===== src/rtl/vend_pkg.sv =====
// Shared encodings for the vending order controller: state codes, note codes and values,
// and the fixed 4x4 goods price table.
package vend_pkg;

  typedef enum logic [2:0] {
    ST_IDLE   = 3'd0,
    ST_SELECT = 3'd1,
    ST_PAY    = 3'd2,
    ST_VEND   = 3'd3,
    ST_CHANGE = 3'd4
  } state_t;

  localparam logic [2:0] DEN_1  = 3'd0;
  localparam logic [2:0] DEN_5  = 3'd1;
  localparam logic [2:0] DEN_10 = 3'd2;
  localparam logic [2:0] DEN_20 = 3'd3;
  localparam logic [2:0] DEN_50 = 3'd4;

  typedef struct packed {
    logic       valid;
    logic [3:0] price;
  } price_t;

  // Row-major: index = (row-1)*4 + (col-1)
  localparam logic [3:0] PRICE_TABLE [16] = '{
    4'd3,  4'd4, 4'd6,  4'd3,
    4'd10, 4'd8, 4'd9,  4'd7,
    4'd4,  4'd6, 4'd15, 4'd8,
    4'd9,  4'd4, 4'd5,  4'd5
  };

  function automatic logic [5:0] denom_value(input logic [2:0] code);
    logic [5:0] v;
    case (code)
      DEN_1:   v = 6'd1;
      DEN_5:   v = 6'd5;
      DEN_10:  v = 6'd10;
      DEN_20:  v = 6'd20;
      DEN_50:  v = 6'd50;
      default: v = 6'd0;
    endcase
    return v;
  endfunction

  function automatic logic denom_valid(input logic [2:0] code);
    return (code <= DEN_50);
  endfunction

  function automatic price_t price_lookup(input logic [2:0] hi, input logic [2:0] lo);
    price_t     r;
    logic [1:0] row;
    logic [1:0] col;
    row     = hi[1:0] - 2'd1;
    col     = lo[1:0] - 2'd1;
    r.valid = (hi >= 3'd1) && (hi <= 3'd4) && (lo >= 3'd1) && (lo <= 3'd4);
    r.price = r.valid ? PRICE_TABLE[{row, col}] : 4'd0;
    return r;
  endfunction

endpackage


===== src/rtl/vend_change_dispenser.sv =====
// Pays out a loaded amount one note at a time, largest note first, over valid/ready.
module vend_change_dispenser import vend_pkg::*; #(
  parameter int MONEY_W = 10
) (
  input  logic               clk,
  input  logic               rst,
  input  logic               load,
  input  logic [MONEY_W-1:0] amount,
  input  logic               change_ready,
  output logic               change_valid,
  output logic [2:0]         change_denom,
  output logic               done
);

  logic [MONEY_W-1:0] remaining;
  logic [MONEY_W-1:0] note;
  logic [MONEY_W-1:0] after_note;

  function automatic logic [2:0] pick_note(input logic [MONEY_W-1:0] amt);
    logic [2:0] code;
    if (amt >= MONEY_W'(50))      code = DEN_50;
    else if (amt >= MONEY_W'(20)) code = DEN_20;
    else if (amt >= MONEY_W'(10)) code = DEN_10;
    else if (amt >= MONEY_W'(5))  code = DEN_5;
    else                          code = DEN_1;
    return code;
  endfunction

  assign note       = MONEY_W'(denom_value(change_denom));
  assign after_note = remaining - note;
  assign done       = change_valid && change_ready && (after_note == '0);

  // Denomination is only recomputed on load or an accepted note, so it holds during stalls
  always_ff @(posedge clk or posedge rst) begin
    if (rst) begin
      remaining    <= '0;
      change_valid <= 1'b0;
      change_denom <= DEN_1;
    end else if (load) begin
      remaining    <= amount;
      change_valid <= (amount != '0);
      change_denom <= pick_note(amount);
    end else if (change_valid && change_ready) begin
      remaining    <= after_note;
      change_valid <= (after_note != '0);
      change_denom <= pick_note(after_note);
    end else begin
      remaining    <= remaining;
      change_valid <= change_valid;
      change_denom <= change_denom;
    end
  end

endmodule


===== src/rtl/vend_order_ctrl.sv =====
// Vending order controller: builds a multi-line order, collects notes, hands off the vend
// and returns change or a refund through the change dispenser.
module vend_order_ctrl import vend_pkg::*; #(
  parameter int MAX_ITEMS   = 4,
  parameter int QTY_W       = 2,
  parameter int MONEY_W     = 10,
  parameter int TIMEOUT_CYC = 1000000
) (
  input  logic               sys_clk,
  input  logic               sys_rst,
  input  logic               add_item,
  input  logic               confirm,
  input  logic               cancel,
  input  logic [2:0]         type_hi,
  input  logic [2:0]         type_lo,
  input  logic [QTY_W-1:0]   qty,
  input  logic               coin_valid,
  input  logic [2:0]         coin_sel,
  input  logic               vend_ready,
  input  logic               change_ready,
  output logic [2:0]         state_out,
  output logic [MONEY_W-1:0] need_money,
  output logic [MONEY_W-1:0] input_money,
  output logic [3:0]         item_count,
  output logic               vend_valid,
  output logic               change_valid,
  output logic [2:0]         change_denom,
  output logic               coin_reject,
  output logic               sel_err
);

  localparam int TMR_W = $clog2(TIMEOUT_CYC + 1);
  localparam int SUM_W = MONEY_W + 1;

  state_t             state, next_state;
  logic [MONEY_W-1:0] need_next, input_next, load_amount, item_price;
  logic [3:0]         count_next;
  logic [TMR_W-1:0]   timer, timer_next, timer_run;
  logic [SUM_W-1:0]   coin_sum;
  logic               sel_err_next, coin_reject_next, load, change_done;
  logic               any_pulse, timeout, add_ok, coin_ok;
  price_t             sel_price;

  assign sel_price  = price_lookup(type_hi, type_lo);
  assign item_price = MONEY_W'(sel_price.price) * MONEY_W'(qty);
  assign add_ok     = add_item && sel_price.valid && (qty != '0) && (item_count < 4'(MAX_ITEMS));
  // One extra bit catches a sum past the register range
  assign coin_sum   = SUM_W'(input_money) + SUM_W'(denom_value(coin_sel));
  assign coin_ok    = denom_valid(coin_sel) && !coin_sum[MONEY_W];
  assign any_pulse  = add_item || confirm || cancel || coin_valid;
  assign timer_run  = any_pulse ? '0 : timer + TMR_W'(1);
  assign timeout    = !any_pulse && (timer == TMR_W'(TIMEOUT_CYC - 1));
  assign state_out  = state;

  // Next-state, order/payment updates and pulse outputs
  always_comb begin
    next_state       = state;
    need_next        = need_money;
    input_next       = input_money;
    count_next       = item_count;
    timer_next       = '0;
    sel_err_next     = 1'b0;
    coin_reject_next = 1'b0;
    load             = 1'b0;
    load_amount      = '0;
    case (state)
      ST_IDLE: begin
        if (confirm) begin
          next_state = ST_SELECT;
          need_next  = '0;
          input_next = '0;
          count_next = 4'd0;
        end else begin
          next_state = ST_IDLE;
        end
      end
      ST_SELECT: begin
        timer_next = timer_run;
        if (cancel || timeout) begin
          next_state = ST_IDLE;
          timer_next = '0;
        end else begin
          if (add_ok) begin
            need_next  = need_money + item_price;
            count_next = item_count + 4'd1;
          end else begin
            sel_err_next = add_item;
          end
          if (confirm) begin
            if ((item_count == 4'd0) && !add_ok) sel_err_next = 1'b1;
            else                                 next_state   = ST_PAY;
          end else begin
            next_state = ST_SELECT;
          end
        end
      end
      ST_PAY: begin
        timer_next = timer_run;
        if (cancel || timeout) begin
          load        = 1'b1;
          load_amount = input_money;
          next_state  = ST_CHANGE;
          timer_next  = '0;
        end else begin
          if (coin_valid) begin
            if (coin_ok) input_next       = coin_sum[MONEY_W-1:0];
            else         coin_reject_next = 1'b1;
          end else begin
            input_next = input_money;
          end
          // Registered input_money: a same-cycle coin does not count towards this confirm
          if (confirm && (input_money >= need_money)) next_state = ST_VEND;
          else                                        next_state = ST_PAY;
        end
      end
      ST_VEND: begin
        if (vend_ready) begin
          load        = 1'b1;
          load_amount = input_money - need_money;
          next_state  = (input_money == need_money) ? ST_IDLE : ST_CHANGE;
        end else begin
          next_state = ST_VEND;
        end
      end
      ST_CHANGE: begin
        if (change_done || !change_valid) next_state = ST_IDLE;
        else                              next_state = ST_CHANGE;
      end
      default: next_state = ST_IDLE;
    endcase
  end

  // Controller registers
  always_ff @(posedge sys_clk or posedge sys_rst) begin
    if (sys_rst) begin
      state       <= ST_IDLE;
      need_money  <= '0;
      input_money <= '0;
      item_count  <= 4'd0;
      timer       <= '0;
      vend_valid  <= 1'b0;
      coin_reject <= 1'b0;
      sel_err     <= 1'b0;
    end else begin
      state       <= next_state;
      need_money  <= need_next;
      input_money <= input_next;
      item_count  <= count_next;
      timer       <= timer_next;
      vend_valid  <= (next_state == ST_VEND);
      coin_reject <= coin_reject_next;
      sel_err     <= sel_err_next;
    end
  end

  vend_change_dispenser #(.MONEY_W(MONEY_W)) u_change (
    .clk          (sys_clk),
    .rst          (sys_rst),
    .load         (load),
    .amount       (load_amount),
    .change_ready (change_ready),
    .change_valid (change_valid),
    .change_denom (change_denom),
    .done         (change_done)
  );

endmodule


===== config.mk =====
export PLATFORM = sky130hd
export DESIGN_NAME = vend_order_ctrl
export DESIGN_NICKNAME = d
export VERILOG_FILES = /design/src/rtl/vend_pkg.sv /design/src/rtl/vend_change_dispenser.sv /design/src/rtl/vend_order_ctrl.sv
export SDC_FILE = /design/constraint.sdc
export NUM_CORES = 1
export LEC_CHECK = 0
export ABC_AREA = 1
export CAP_MARGIN = 20
export CORE_MARGIN = 5
export CORE_UTILIZATION = 45
export CTS_CLUSTER_DIAMETER = 50
export DETAILED_ROUTE_END_ITERATION = 10
export PLACE_DENSITY_LB_ADDON = 0.3
export SYNTH_ARGS = -nofsm -noshare
export SYNTH_HDL_FRONTEND = slang
export SYNTH_SLANG_ARGS = --single-unit
export TNS_END_PERCENT = 30

===== constraint.sdc =====
create_clock -name sys_clk -period 2.95 [get_ports sys_clk]
set_clock_uncertainty 0.2 [all_clocks]
set_input_delay 0.4425 -clock sys_clk [delete_from_list [all_inputs] [get_ports sys_clk]]
set_output_delay 0.4425 -clock sys_clk [all_outputs]
set_load 0.02 [all_outputs]

==> flow_metrics.py <==
metrics = {
    "status": {
        "status": "finished, violations left",
        "violations": "negative setup slack",
    },
    "yosys": {
        "synth_edf_count": 0,
        "avgSynthCellArea_sq_um": 7.001,
        "syn_nets": 827,
        "yosysTopAreaCell": "dfrtp_1",
        "synth.top_cell.area_share_pct": 30.06,
        "ys.flop_type": "dfrtp_1",
        "netlist_area_sq_um": 5328,
        "ys_types": 42,
        "syn_inst": 761,
        "synth-seq-cells": 64,
        "ys_warn_count": 0,
        "async_flop_share_pct": 100.0,
        "yosysSeqAreaShare_pct": 30.06,
        "synth_area_leaders": "dfrtp_1 (30%), nand2_1 (13%), ha_1 (9.4%)",
    },
    "power": {
        "peakVddDrop_uv": 372.6,
        "p_per_area_nw_per_um2": 802.7,
        "seqPwrFrac_pct": 21.4,
        "swShare_pct": 46.84,
        "p_sw_mw": 2.624,
        "p_leak_nw": 3.455,
        "intPower_mw": 2.978,
        "comb_power_share_pct": 57.4,
        "p_clk_share_pct": 21.2,
    },
    "placed_design": {
        "hpwl_um": 11330,
        "gp_congestion": 0.9015,
        "placed_area_sq_um": 6481,
        "io_buffers": 52,
    },
    "timing": {
        "finalSetupTns_ps": -1388,
        "finalCriticalPeriod_ps": 3268,
        "rsz0062_at_grt": "yes",
        "finalHoldViolations": 0,
        "fin_crit_sh_pct": 110.8,
        "finalSetupViolCount": 6,
        "slew_headroom_pct": 70.06,
        "setup_slack_ps": -318.2,
        "slew_viol_final": 0,
        "fmaxAchievable_mhz": 306.0,
        "worst_slew_pin_slew_ps": 447.6,
        "timing.hold.ws_ps": 273.1,
    },
    "cells_and_area": {
        "n_fill_cell": 1083,
        "drive_gt1_share_pct": 16.93,
        "syn2layout_area_growth_pct": 31.00,
        "antenna_cells": 0,
        "fin_util_pct": 60.60,
        "fin_area_sq_um": 6979,
        "fin_nets": 941,
    },
    "die": {
        "die_area_sq_um": 14110,
        "row_count": 39,
        "die_h_um": 118.8,
        "io_pins": 53,
        "fp.dieW_um": 118.8,
        "core_area_sq_um": 11520,
        "start_util_pct": 46.26,
    },
    "worst_setup_path": {
        "cp.buffers_inverters": 3,
        "required_ps": 2970,
        "path_delay_family": "adder cells",
        "critPathMaxFanout": 4,
        "cp-end-kind": "register",
        "crit_type": "in -> reg",
        "path_cells": "buf_4, inv_12, ha_4, nor4_4, nor3_4, o211ai_1, or2_4, fa_1, inv_2, ha_4, fa_2, a21oi_2, o21ai_2, a21oi_2, nor2_2, nand2_4, o21ai_2, nand2_1, nor2_1",
        "crit_arrival_ps": 3290,
        "start_kind": "primary input",
        "slowest_stage": "fa_1",
        "crit_path_max_incr_delay_ps": 490,
    },
    "hold_path": {
        "hold_path_class": "reg -> reg",
    },
    "routing": {
        "ant_nets": 0,
        "postRouteWirelength_um": 14680,
        "vias_per_cell": 5.264,
        "drt-pass1-iter-count": 5,
        "drc": 0,
        "drt-initial-drc-count": 308,
        "vias": 5385,
        "detail_route.wl_per_cell_um": 14.35,
    },
    "cts": {
        "insertion_delay_ps": 340,
        "clkSinkCount": 64,
        "ctsLongestPathBuffers": 2,
        "htree_levels": 3,
        "cts_root_buf": "clkbuf_16",
        "cts_buffers": 9,
        "path_clk_slew_ps": 60,
        "cts_tree": "done",
        "cts.hold.buffers_added": 0,
    },
    "global_route": {
        "grt_max_degree": 65,
        "grt_pass1_vias": 5260,
        "grt_overflow": 0,
        "antenna_found_initial": 0,
        "grt_pass1_wl_um": 24330,
        "track_usage_pct": 20.80,
    },
    "run": {
        "maxCapViolCount": 0,
    },
}
## flip-flops by register name, indices dropped and copies added (netlist names)
| register | count |
|---|---|
| u_change.change_denom | 3 |
| vend_valid | 1 |
| coin_reject | 1 |
| sel_err | 1 |
| u_change.change_valid | 1 |
| need_money | 10 |
| input_money | 10 |
| u_change.remaining | 10 |
| state_out | 3 |
| timer | 20 |
| item_count | 4 |
## final timing paths
check                                         startpoint                        to  slack [ps]  cells after the start
worst max-delay path                          type_lo[1]             need_money[9]        -320                     19
worst min-delay path                            timer[0]                  timer[0]         270                      1
worst max register to register  u_change.change_denom[1]  u_change.change_denom[1]          80                     18
worst min register to register                  timer[0]                  timer[0]         270                      1
max in group asynchronous                        sys_rst            input_money[4]        1970                      3
min in group asynchronous                        sys_rst                  timer[6]         300                      3
## cells in the mapped netlist, drive strengths merged, types with 6 or more instances
cell and number:
xnor2 9, a21oi 39, nand3 67, inv 121, o211ai 8, ha 40, buf 6, fa 7
nor2 99, o21ai 42, dfrtp 64, nor3 15, xor2 11, nand2 189, nand4 17
## power by group through the flow
| stage | Sequential [mW] | Combinational, mW | Clock (mW) |
|---|---|---|---|
| floorplan | 1.28 | 2.17 | 0 |
| global placement | 1.20 | 3.03 | 0 |
| detailed placement | 1.21 | 3.07 | 0 |
| CTS | 1.20 | 3.13 | 1.20 |
| global route | 1.22 | 3.59 | 1.25 |
| finish | 1.20 | 3.21 | 1.19 |
## per-stage QoR
step | instances | power (mW) | setup WS [ps]
floorplan | 761 | 3.444 | -325.8
global placement | 999 | 4.228 | -1125
detailed placement | 999 | 4.279 | -1271
CTS | 1021 | 5.526 | -436.9
global route | 1023 | 6.059 | -413.0
finish | 1023 | 5.602 | -318.2
## area by class of cell
cell class / instances / area, sq um / share of cell area, %
Clock buffer: 9 / 225.2 / 3.227
Clock inverter: 7 / 103.9 / 1.488
Inverter: 121 / 500.5 / 7.171
Multi-Input combinational cell: 570 / 3393 / 48.62
Sequential cell: 64 / 1602 / 22.95
Tap cell: 143 / 178.9 / 2.564
Timing Repair Buffer: 109 / 975.9 / 13.98
## cells by family after synthesis
family / after synthesis / synth area share, %
AO/OA/AOI/OAI: 102 / 11.18
XOR/XNOR: 20 / 3.288
adder cells (fa/ha/maj): 47 / 12.02
buffers and inverters: 127 / 9.582
flip-flops: 64 / 30.06
AND/OR/NAND/NOR: 401 / 33.87
## repair_timing
action | CTS | global route
gates cloned | 0 | 0
setup endpoints to repair | 9 | 22
resized for setup | 31 | 33
pin swaps | 21 | 18
setup buffers | 6 | 4
## per-layer routing
| layer | global-route usage [%] | vias to the layer above | share of wire, % |
|---|---|---|---|
| li1 | - | 2698 | - |
| met4 | 6.300 | 0 | 1.5 |
| met3 | 3.247 | 20 | 4.8 |
| met5 | 0 | - | 0 |
| met1 | 26.77 | 2518 | 44 |
| met2 | 36.06 | 149 | 50 |
## cell usage in the layout, fill, tap and decap left out, types with 4 or more instances in the layout
cell type        synthesis  layout
nand3b_1                 4       4
nand3_2                  3       4
buf_6                    3       4
nor2_2                   1       5
ha_4                     0       7
dfrtp_1                 64      64
nor2_1                  96      91
inv_6                    1       4
xnor2_1                  9       9
fa_1                     7       4
ha_1                    40      32
inv_2                    9      10
a21oi_1                 38      31
o21ai_1                  9      16
xor2_1                  11      11
o211ai_1                 8       8
a21oi_2                  1       8
nand4_1                 17      17
nand2_1                184     184
nor3_1                   9       9
buf_4                    0      54
clkdlybuf4s50_1          0      46
nor3b_1                  4       4
o21ai_0                 28      18
o221ai_1                 5       5
o21ai_2                  4       7
inv_1                  110     104
clkbuf_16                0       9
nand3_1                 64      63
No activity file was read; power rests on OpenSTA's default activity.
